File: src/rtl/bin_gray_pkg.sv
// Shared definitions for the streaming binary-to-Gray encoder.
// Optional build macro: BIN_GRAY_STEP_CHECK_EN (see bin_gray_enc.sv).
package bin_gray_pkg;

    // Number of register stages between input accept and output.
    localparam int PIPE_DEPTH = 2;

    // Widest word the helper functions handle; callers zero-extend to this
    // width and truncate the result back to their own word width.
    localparam int MAX_W = 64;

    // g = b ^ (b >> 1). Zero-extension keeps the MSB equal to b's MSB.
    function automatic logic [MAX_W-1:0] bin2gray(input logic [MAX_W-1:0] b);
        return b ^ (b >> 1);
    endfunction

    // Number of set bits in v.
    function automatic int unsigned popcount(input logic [MAX_W-1:0] v);
        int unsigned n;
        n = 0;
        for (int i = 0; i < MAX_W; i++) begin
            n = n + 32'(v[i]);
        end
        return n;
    endfunction

endpackage

File: src/rtl/bin_gray_enc_if.sv
// Valid/ready stream bundle for the encoder: binary words in, Gray words out.
// slave = the encoder, master = the producer/consumer driving it.
interface bin_gray_enc_if #(
    parameter int WIDTH = 8
) ();
    logic [WIDTH-1:0] in_data;
    logic             in_valid;
    logic             in_ready;
    logic             in_last;
    logic [WIDTH-1:0] out_data;
    logic             out_valid;
    logic             out_ready;
    logic             out_last;

    modport slave (
        input  in_data, in_valid, in_last, out_ready,
        output in_ready, out_data, out_valid, out_last
    );

    modport master (
        output in_data, in_valid, in_last, out_ready,
        input  in_ready, out_data, out_valid, out_last
    );
endinterface

File: src/rtl/bin_gray_stage.sv
// One valid/ready register slice carrying a data word and a last flag.
// Loads whenever it is empty or its content leaves in the same cycle, so a
// chain of slices sustains one word per cycle.
module bin_gray_stage #(
    parameter int W = 8
) (
    input  logic         clk,
    input  logic         rst,
    input  logic [W-1:0] in_data_i,
    input  logic         in_last_i,
    input  logic         in_valid_i,
    output logic         in_ready_o,
    output logic [W-1:0] out_data_o,
    output logic         out_last_o,
    output logic         out_valid_o,
    input  logic         out_ready_i
);
    logic [W-1:0] data_q, data_d;
    logic         last_q, last_d;
    logic         valid_q, valid_d;
    logic         go;

    // The slot frees up when empty or when the downstream takes the word.
    assign go         = !valid_q || out_ready_i;
    assign in_ready_o = go;

    // Next state: hold unless the slot advances; data only moves on a load.
    always_comb begin
        data_d  = data_q;
        last_d  = last_q;
        valid_d = valid_q;
        if (go) begin
            valid_d = in_valid_i;
            if (in_valid_i) begin
                data_d = in_data_i;
                last_d = in_last_i;
            end
        end
    end

    // Slice registers; reset discards whatever is held.
    always_ff @(posedge clk) begin
        if (rst) begin
            data_q  <= '0;
            last_q  <= 1'b0;
            valid_q <= 1'b0;
        end else begin
            data_q  <= data_d;
            last_q  <= last_d;
            valid_q <= valid_d;
        end
    end

    assign out_data_o  = data_q;
    assign out_last_o  = last_q;
    assign out_valid_o = valid_q;
endmodule

File: src/rtl/bin_gray_enc.sv
// Streaming binary-to-Gray encoder: two register slices with the Gray
// conversion between them, an emitted-word counter, and an optional check
// that consecutive output words within a burst differ in exactly one bit.
// Optional build macro: BIN_GRAY_STEP_CHECK_EN enables the adjacency check;
// without it step_err is constant 0.
module bin_gray_enc
    import bin_gray_pkg::*;
#(
    parameter int WIDTH = 8,
    parameter int CNT_W = 16
) (
    input  logic             clk,
    input  logic             rst,
    bin_gray_enc_if.slave    bus,
    output logic [CNT_W-1:0] out_cnt,
    output logic             step_err
);
    logic [WIDTH-1:0] s1_data;
    logic             s1_last;
    logic             s1_valid;
    logic             s2_ready;
    logic [WIDTH-1:0] s1_gray;
    logic             out_hs;

    // S1 holds the raw binary word. Its ready depends combinationally on
    // out_ready through S2, which is what gives full throughput.
    bin_gray_stage #(.W(WIDTH)) u_s1 (
        .clk         (clk),
        .rst         (rst),
        .in_data_i   (bus.in_data),
        .in_last_i   (bus.in_last),
        .in_valid_i  (bus.in_valid),
        .in_ready_o  (bus.in_ready),
        .out_data_o  (s1_data),
        .out_last_o  (s1_last),
        .out_valid_o (s1_valid),
        .out_ready_i (s2_ready)
    );

    assign s1_gray = WIDTH'(bin2gray(MAX_W'(s1_data)));

    // S2 holds the encoded word and drives the output side directly.
    bin_gray_stage #(.W(WIDTH)) u_s2 (
        .clk         (clk),
        .rst         (rst),
        .in_data_i   (s1_gray),
        .in_last_i   (s1_last),
        .in_valid_i  (s1_valid),
        .in_ready_o  (s2_ready),
        .out_data_o  (bus.out_data),
        .out_last_o  (bus.out_last),
        .out_valid_o (bus.out_valid),
        .out_ready_i (bus.out_ready)
    );

    assign out_hs = bus.out_valid && bus.out_ready;

    logic [CNT_W-1:0] out_cnt_q, out_cnt_d;

    // Emitted-word counter; wraps naturally at 2^CNT_W.
    always_comb begin
        out_cnt_d = out_cnt_q;
        if (out_hs) begin
            out_cnt_d = out_cnt_q + CNT_W'(1);
        end
    end

    // Counter register.
    always_ff @(posedge clk) begin
        if (rst) begin
            out_cnt_q <= '0;
        end else begin
            out_cnt_q <= out_cnt_d;
        end
    end

    assign out_cnt = out_cnt_q;

`ifdef BIN_GRAY_STEP_CHECK_EN
    logic [WIDTH-1:0] prev_g_q, prev_g_d;
    logic             prev_v_q, prev_v_d;
    logic             step_err_q, step_err_d;

    // Compare each emitted word with the previous one of the same burst;
    // a last word ends the burst so the next word is not compared to it.
    always_comb begin
        prev_g_d   = prev_g_q;
        prev_v_d   = prev_v_q;
        step_err_d = step_err_q;
        if (out_hs) begin
            if (prev_v_q && (popcount(MAX_W'(bus.out_data ^ prev_g_q)) != 1)) begin
                step_err_d = 1'b1;
            end
            prev_g_d = bus.out_data;
            prev_v_d = !bus.out_last;
        end
    end

    // Checker registers; step_err is sticky until reset.
    always_ff @(posedge clk) begin
        if (rst) begin
            prev_g_q   <= '0;
            prev_v_q   <= 1'b0;
            step_err_q <= 1'b0;
        end else begin
            prev_g_q   <= prev_g_d;
            prev_v_q   <= prev_v_d;
            step_err_q <= step_err_d;
        end
    end

    assign step_err = step_err_q;
`else
    assign step_err = 1'b0;
`endif

endmodule
File: src/flat_wrapper.sv
// flat-port wrapper written by rule: the top's interface ports become plain ports
module bin_gray_enc_flat import bin_gray_pkg::*;
#(
    parameter int WIDTH = 8,
    parameter int CNT_W = 16
)
  (clk, rst, out_cnt, step_err, bus_in_data, bus_in_valid, bus_in_last, bus_out_ready, bus_in_ready, bus_out_data, bus_out_valid, bus_out_last);
  bin_gray_enc_if #(.WIDTH(WIDTH)) bus_i ();
  input  logic clk;
  input  logic rst;
  output logic [CNT_W-1:0] out_cnt;
  output logic step_err;
  input wire logic [$bits(bus_i.in_data)-1:0] bus_in_data;
  input wire logic [$bits(bus_i.in_valid)-1:0] bus_in_valid;
  input wire logic [$bits(bus_i.in_last)-1:0] bus_in_last;
  input wire logic [$bits(bus_i.out_ready)-1:0] bus_out_ready;
  output wire logic [$bits(bus_i.in_ready)-1:0] bus_in_ready;
  output wire logic [$bits(bus_i.out_data)-1:0] bus_out_data;
  output wire logic [$bits(bus_i.out_valid)-1:0] bus_out_valid;
  output wire logic [$bits(bus_i.out_last)-1:0] bus_out_last;
  assign bus_i.in_data = bus_in_data;
  assign bus_i.in_valid = bus_in_valid;
  assign bus_i.in_last = bus_in_last;
  assign bus_i.out_ready = bus_out_ready;
  assign bus_in_ready = bus_i.in_ready;
  assign bus_out_data = bus_i.out_data;
  assign bus_out_valid = bus_i.out_valid;
  assign bus_out_last = bus_i.out_last;
  bin_gray_enc #(.WIDTH(WIDTH), .CNT_W(CNT_W)) u_core (.clk(clk), .rst(rst), .bus(bus_i), .out_cnt(out_cnt), .step_err(step_err));
endmodule
File: config.mk
export PLATFORM = sky130hd
export DESIGN_NAME = bin_gray_enc_flat
export DESIGN_NICKNAME = d
export VERILOG_FILES = /design/src/rtl/bin_gray_pkg.sv /design/src/rtl/bin_gray_enc_if.sv /design/src/rtl/bin_gray_stage.sv /design/src/rtl/bin_gray_enc.sv /design/src/flat_wrapper.sv
export SDC_FILE = /design/constraint.sdc
export NUM_CORES = 1
export LEC_CHECK = 0
export CAP_MARGIN = 20
export CELL_PAD_IN_SITES_DETAIL_PLACEMENT = 0
export CELL_PAD_IN_SITES_GLOBAL_PLACEMENT = 1
export CORE_ASPECT_RATIO = 1.1
export CORE_MARGIN = 3
export CORE_UTILIZATION = 30
export CTS_BUF_LIST = sky130_fd_sc_hd__clkbuf_8
export CTS_CLUSTER_SIZE = 24
export DETAILED_ROUTE_END_ITERATION = 8
export GPL_ROUTABILITY_DRIVEN = 0
export HOLD_SLACK_MARGIN = 0.15
export PLACE_DENSITY = 0.77
export SLEW_MARGIN = 20
export SYNTH_ARGS = -nofsm -noshare
export SYNTH_HDL_FRONTEND = slang
export SYNTH_SLANG_ARGS = --single-unit
File: constraint.sdc
create_clock -name clk -period 1.45 [get_ports clk]
set_input_delay 0.145 -clock clk [delete_from_list [all_inputs] [get_ports clk]]
set_output_delay 0.145 -clock clk [all_outputs]
set_load 0.01 [all_outputs]
==> results.sh, run 1 <==
export IMPL_status="complete, but fails checks"
export IMPL_violations="negative setup slack"
export IMPL_syn_area_per_cell_um2=8.63
export IMPL_syn_nets=188
export IMPL_startpoint="u_core.out_cnt[5]"
export IMPL_worstSetupEndpoint="u_core.out_cnt[13]"
export IMPL_cp_slowest_stage_delay_ns=0.53
export IMPL_arrival_ns=1.70
export IMPL_max_vdd_ir_drop_mv=0.400
export IMPL_antenna_found_initial=0
export IMPL_final_layout_size_suffix_gt1_share_pct=24.9
export IMPL_synth_async_sr_flop_share_pct=0
export IMPL_synth_edf_count=0
export IMPL_root_buffer="clkbuf_8"
export IMPL_fill_cells=478
export IMPL_wl_um=3510
export IMPL_cts_tree="built"
export IMPL_rows=26
export IMPL_nets=255
export IMPL_clkTransAtPathRegs_ns=0.07
export IMPL_min_period_ns=1.48
export IMPL_timing_final_ws_setup_ns=-0.0337
export IMPL_dieArea_mm2=0.00589
export IMPL_hold_violations=0
export IMPL_seq_area_frac_synth_pct=48.0
export IMPL_ios=41
export IMPL_yosys_warnings=0
export IMPL_cap_violations=0
export IMPL_synth_distinct_cells=31
export IMPL_viasPerCell=4.69
export IMPL_setup_violations=2
export IMPL_coreArea_mm2=0.00475
export IMPL_rrSetupSlack_ns=-0.03
export IMPL_whs_ns=0.367
export IMPL_drc=0
export IMPL_layout_commonest_cell="clkdlybuf4s50_1"
export IMPL_layout_common_cells="clkdlybuf4s50_1, buf_4, dfxtp_1"
export IMPL_post_drt_wl_per_cell_um=11.8
export IMPL_gr_usage_all_layers_pct=12.3
export IMPL_design_area_mm2=0.00232
export IMPL_p_clk_share_pct=33.5
export IMPL_area_growth_pct=54.2
export IMPL_syn_area_mm2=0.00150
export IMPL_die_y_um=80.2
export IMPL_dp_hpwl_um=2560
export IMPL_port_buffers=39
export IMPL_finalCritPeriodShare_pct=102
export IMPL_hold_class="in2reg"
export IMPL_drt_pass1_iterations=4
export IMPL_worst_path_max_delay_cell="or4_4"
export IMPL_clock_sinks=36
export IMPL_swShare_pct=23.3
export IMPL_clock_skew_ns=0.00505
export IMPL_p_leak_nw=0.962
export IMPL_grt_pass1_vias=1336
export IMPL_post_place_ws_ns=-0.387
export IMPL_die_w_um=73.5
export IMPL_slew_violations=0
export IMPL_dpl_cell_area_mm2=0.00216
export IMPL_final_cells=297
export IMPL_ant_nets=0
export IMPL_path_max_fanout=3
export IMPL_dr_total_vias=1393
export IMPL_grt_overflow=0
export IMPL_grt_pass1_wl_um=5730
export IMPL_final_setup_tns_ns=-0.0394
export IMPL_worst_setup_path_type="reg2reg"
export IMPL_reg2regPathDepth=4
export IMPL_rsz0062_at_grt="yes"
export IMPL_reg2reg_from="u_core.out_cnt[5]"
export IMPL_path_cells="nand3_4 -> or4_4 -> or3_1 -> a21oi_2"
export IMPL_worstPathRequired_ns=1.66
export IMPL_fin_util_pct=48.8
export IMPL_dp_cells=287
export IMPL_insertion_delay_ns=0.28
export IMPL_start_kind="flip-flop"
export IMPL_p_per_area_mw_per_mm2=820
export IMPL_cts_made_buffers=5
export IMPL_switchingPower_mw=0.442
export IMPL_rr_endpoint="u_core.out_cnt[13]"
export IMPL_ys_ff_latch=36
export IMPL_max_freq_mhz=674
export IMPL_grt_max_degree=16
export IMPL_clockBufferDepth=2
export IMPL_synth_ff_type="dfxtp_1"
export IMPL_setup_worst_path_end_class="flip-flop"
export IMPL_htreeDepth=2
export IMPL_internal_power_mw=1.46
export IMPL_total_power_mw=1.90
export IMPL_start_util_pct=31.6
export IMPL_syn_inst=174
export IMPL_seq_power_share_pct=54.8
export IMPL_diodes=0
export IMPL_p_comb_share_pct=11.7
export IMPL_drtIter0Drc=65
-- kinds of logic after synthesis --
| group | Yosys count | synth area share [%] |
|---|---|---|
| buffers and inverters | 14 | 3.92 |
| xor gates and xnor gates | 15 | 8.75 |
| muxes | 4 | 2.83 |
| adders and majority gates | 1 | 0.833 |
| and+or+nand+nor | 75 | 24.5 |
| other | 1 | 0.250 |
| AOI/OAI and AO/OA | 28 | 10.9 |
| DFF | 36 | 48.0 |
-- Yosys cell counts (2+ instances only) --
cell | instances | area [µm²]
a211oi_1 | 7 | 52.6
a21oi_1 | 16 | 80.1
buf_2 | 2 | 10.0
clkbuf_1 | 6 | 22.5
dfxtp_1 | 36 | 721
inv_1 | 5 | 18.8
mux2_2 | 2 | 22.5
mux2i_1 | 2 | 20.0
nand2_1 | 15 | 56.3
nand3_1 | 15 | 75.1
nand3_2 | 2 | 20.0
nand4_1 | 2 | 12.5
nor2_1 | 23 | 86.3
nor2b_1 | 3 | 18.8
nor3_1 | 2 | 10.0
nor4_1 | 4 | 25.0
o21ai_0 | 3 | 15.0
or3_1 | 2 | 12.5
or4_1 | 2 | 15.0
xnor2_1 | 12 | 105
xor2_1 | 3 | 26.3
-- area by class of cell --
class | instances | area [µm²] | area share [%]
clock buffer | 5 | 68.8 | 2.97
timing repair buffer | 69 | 631 | 27.2
inverter | 5 | 18.8 | 0.810
sequential | 36 | 744 | 32.1
tap | 56 | 70.1 | 3.03
clock inverter | 2 | 7.51 | 0.324
multi-input combinational | 124 | 776 | 33.5
-- registers in the layout, indices dropped and copies added (netlist names) --
register and flops:
u_core.u_s1.out_data_o 8, u_core.u_s2.out_last_o 1, u_core.u_s2.out_data_o 8, u_core.u_s1.out_valid_o 1
u_core.u_s1.out_last_o 1, u_core.u_s2.out_valid_o 1, u_core.out_cnt 16
-- worst max-delay path: cells and delay by family, from the launching register on --
kind,cells,cell delay (ns)
simple gates,3,0.95
flops,1,0.36
compound gates,1,0.12
-- routing by layer --
metal	part of all wire [%]	global-route usage (%)
met5	0	0
met4	0.88	4.89
met1	44	14.5
met3	3.4	3.00
met2	51	21.1
-- worst min-delay path by stage --
stage,start,end,slack (ns),cells after the start
2_1_floorplan,bus_in_data[0],u_core.u_s1.out_data_o[0],0.29,2
3_3_place_gp,u_core.u_s1.out_last_o,u_core.u_s1.out_last_o,0.45,2
3_5_place_dp,u_core.u_s1.out_last_o,u_core.u_s1.out_last_o,0.46,2
4_1_cts,bus_out_ready,u_core.out_cnt[1],0.36,3
5_1_grt,bus_out_ready,u_core.out_cnt[1],0.39,3
6_report,bus_out_ready,u_core.out_cnt[1],0.37,3
-- power groups by stage --
| stage | clock network (mW) | registers (mW) | logic (mW) |
|---|---|---|---|
| finish | 0.636 | 1.04 | 0.223 |
| global route | 0.714 | 1.04 | 0.245 |
| CTS | 0.665 | 1.04 | 0.211 |
| detailed placement | 0 | 1.06 | 0.213 |
| global placement | 0 | 1.06 | 0.210 |
| floorplan | 0 | 1.07 | 0.0933 |
-- repair_timing --
item / 4_1_cts / 5_1_grt
buffers inserted: 0 / 2
pin swaps: 1 / 0
setup endpoints to repair: 16 / 24
hold buffers: 0 / 0
gates cloned: 0 / 1
resized for setup: 6 / 16
No activity file was read; power rests on OpenSTA's default activity.
==> inputs of run 2 (changes only) <==
PLACE_DENSITY = 0.74   (was 0.77)
REMOVE_ABC_BUFFERS = 1   (was not set)
SYNTH_HIERARCHICAL = 1   (was not set)
==> results.sh, run 2 <==
export IMPL_status="complete, but fails checks"
export IMPL_violations="negative setup slack"
export IMPL_met3WireLength_um=162
export IMPL_startpoint="u_core/out_cnt[6]"
export IMPL_drt_pass1_iterations=4
export IMPL_max_vdd_ir_drop_mv=0.496
export IMPL_clockBufferDepth=2
export IMPL_syn_inst=181
export IMPL_drc=0
export IMPL_worstPathRequired_ns=1.67
export IMPL_finalCritPeriodShare_pct=102
export IMPL_port_buffers=39
export IMPL_final_setup_tns_ns=-0.0265
export IMPL_syn_area_mm2=0.00173
export IMPL_gr_usage_all_layers_pct=11.8
export IMPL_insertion_delay_ns=0.29
export IMPL_hold_class="in2reg"
export IMPL_holdBufCountCts=0
export IMPL_dp_cells=308
export IMPL_cts_tree="built"
export IMPL_grt_max_degree=37
export IMPL_min_to="u_core/u_s1/out_data_o[4]"
export IMPL_synth_distinct_cells=32
export IMPL_synth_async_sr_flop_share_pct=0
export IMPL_top_layer="met4"
export IMPL_die_w_um=78.4
export IMPL_yosys_area_top_type="dfxtp_1"
export IMPL_ant_nets=0
export IMPL_reg2regPathDepth=4
export IMPL_slew_violations=0
export IMPL_dp_hpwl_um=2580
export IMPL_ys_top_cells_by_count="dfxtp_1, nand3_1, a21bo_1, a21oi_2, xor2_1"
export IMPL_dieArea_mm2=0.00671
export IMPL_path_max_fanout=4
export IMPL_final_layout_size_suffix_gt1_share_pct=28.9
export IMPL_coreArea_mm2=0.00547
export IMPL_synth_ff_type="dfxtp_1"
export IMPL_synthTopCellsByArea="dfxtp_1, a21bo_1, a21oi_2, xor2_1, nand3_1"
export IMPL_rsz0062_at_grt="yes"
export IMPL_min_period_ns=1.48
export IMPL_rr_endpoint="u_core/out_cnt[15]"
export IMPL_nets=255
export IMPL_grt_pass1_vias=1357
export IMPL_diodes=0
export IMPL_viasPerCell=4.52
export IMPL_netlist_area_leader_share_pct=41.7
export IMPL_setup_worst_path_end_class="flip-flop"
export IMPL_dr_total_vias=1434
export IMPL_worst_setup_path_type="reg2reg"
export IMPL_root_buffer="clkbuf_8"
export IMPL_antenna_found_initial=0
export IMPL_die_y_um=85.6
export IMPL_max_freq_mhz=677
export IMPL_wl_um=3720
export IMPL_drtIter0Drc=13
export IMPL_reg2reg_from="u_core/out_cnt[6]"
export IMPL_clkTransAtPathRegs_ns=0.08
export IMPL_cts_made_buffers=5
export IMPL_hold_start="bus_in_data[4]"
export IMPL_rrSetupSlack_ns=-0.03
export IMPL_ys_ff_latch=36
export IMPL_post_place_ws_ns=-0.300
export IMPL_final_cells=317
export IMPL_area_growth_pct=44.7
export IMPL_grt_pass1_wl_um=6330
export IMPL_seq_area_frac_synth_pct=41.7
export IMPL_syn_area_per_cell_um2=9.55
export IMPL_yosys_warnings=6
export IMPL_cp_slowest_stage_delay_ns=0.42
export IMPL_total_power_mw=2.16
export IMPL_cap_violations=0
export IMPL_setup_violations=1
export IMPL_p_leak_nw=1.03
export IMPL_wl_met2_um=1750
export IMPL_yosysMostFrequentCell="dfxtp_1"
export IMPL_min_delay_path_depth=3
export IMPL_met1_length_um=1760
export IMPL_post_drt_wl_per_cell_um=11.7
export IMPL_ios=41
export IMPL_p_per_area_mw_per_mm2=863
export IMPL_synth_edf_count=0
export IMPL_timing_final_ws_setup_ns=-0.0265
export IMPL_worst_path_max_delay_cell="or4_1"
export IMPL_rows=28
export IMPL_layout_commonest_cell="dfxtp_1"
export IMPL_layout_common_cells="dfxtp_1, clkdlybuf4s50_1, buf_4"
export IMPL_clock_skew_ns=0.00856
export IMPL_path_cells="nand4_4 -> or3_4 -> or4_1 -> a21oi_1"
export IMPL_htreeDepth=2
export IMPL_clock_sinks=36
export IMPL_hold_violations=0
export IMPL_largest_reg_flops=16
export IMPL_arrival_ns=1.70
export IMPL_grt_overflow=0
export IMPL_start_util_pct=31.6
export IMPL_start_kind="flip-flop"
==> run 2: changes by cell type after synthesis, moves of 7 or more <==
| cell | delta |
|---|---|
| a21oi_1 | -9 |
| nand2_1 | -7 |
| nand3_1 | +7 |
| a21bo_1 | +18 |
| nor2_1 | -11 |
| xnor2_1 | -7 |
| a21oi_2 | +18 |
| a211oi_1 | -7 |
| xor2_1 | +10 |
==> run 2: routing by layer <==
layer	track usage, %	up-vias
li1	-	747
met4	3.82	0
met3	3.57	6
met5	0	-
met2	19.2	35
met1	15.0	646
==> run 2: layout make-up <==
cell class / instances / area [µm²]
Clock buffer: 5 / 68.8
Clock inverter: 3 / 46.3
Fill cell: 567 / 2970
Inverter: 5 / 18.8
Multi-Input combinational cell: 127 / 935
Sequential cell: 36 / 729
Tap cell: 75 / 93.8
Timing Repair Buffer: 66 / 608
==> run 2: repair_timing <==
action	4_1_cts	5_1_grt
gates resized for setup	16	9
setup endpoints to repair	11	10
gates cloned	0	0
setup buffers	1	0
pin swaps	5	3
==> run 2: stage by stage <==
step	instance area [µm²]	hold WS [ns]	util, %
2_1_floorplan	1650	0.207	-
3_3_place_gp	2340	0.470	42.8
3_5_place_dp	2340	0.485	42.8
4_1_cts	2480	0.408	45.3
5_1_grt	2500	0.407	45.7
6_report	2500	0.419	45.7
==> run 2: power by group <==
| group | internal [mW] | switching (mW) |
|---|---|---|
| clock network | 0.518 | 0.392 |
| logic | 0.114 | 0.0973 |
| registers | 1.02 | 0.0209 |
==> run 2: worst max path at each step <==
stage	to	slack [ns]	depth (start not counted)
6_report	u_core/out_cnt[15]	-0.03	4
5_1_grt	u_core/out_cnt[15]	-0.06	4
4_1_cts	u_core/out_cnt[15]	-0.04	4
3_5_place_dp	u_core/out_cnt[11]	-0.30	5
3_3_place_gp	u_core/out_cnt[11]	-0.28	5
2_1_floorplan	u_core/out_cnt[15]	-0.24	4
==> run 2: kinds of logic (layout without fill, tap and decap cells) <==
logic type,after synthesis,after routing,share of synthesized area (%)
other,1,1,0.217
and+or+nand+nor,60,60,19.3
DFF,36,36,41.7
buffers and inverters,18,79,5.87
xor gates and xnor gates,18,18,9.12
AOI/OAI and AO/OA,47,47,23.1
adders and majority gates,1,1,0.724
==> run 2: worst max-delay path: cells and delay by family, from the launching register on <==
kind	cells	cell delay, ns
simple gates	3	0.92
flops	1	0.35
compound gates	1	0.14
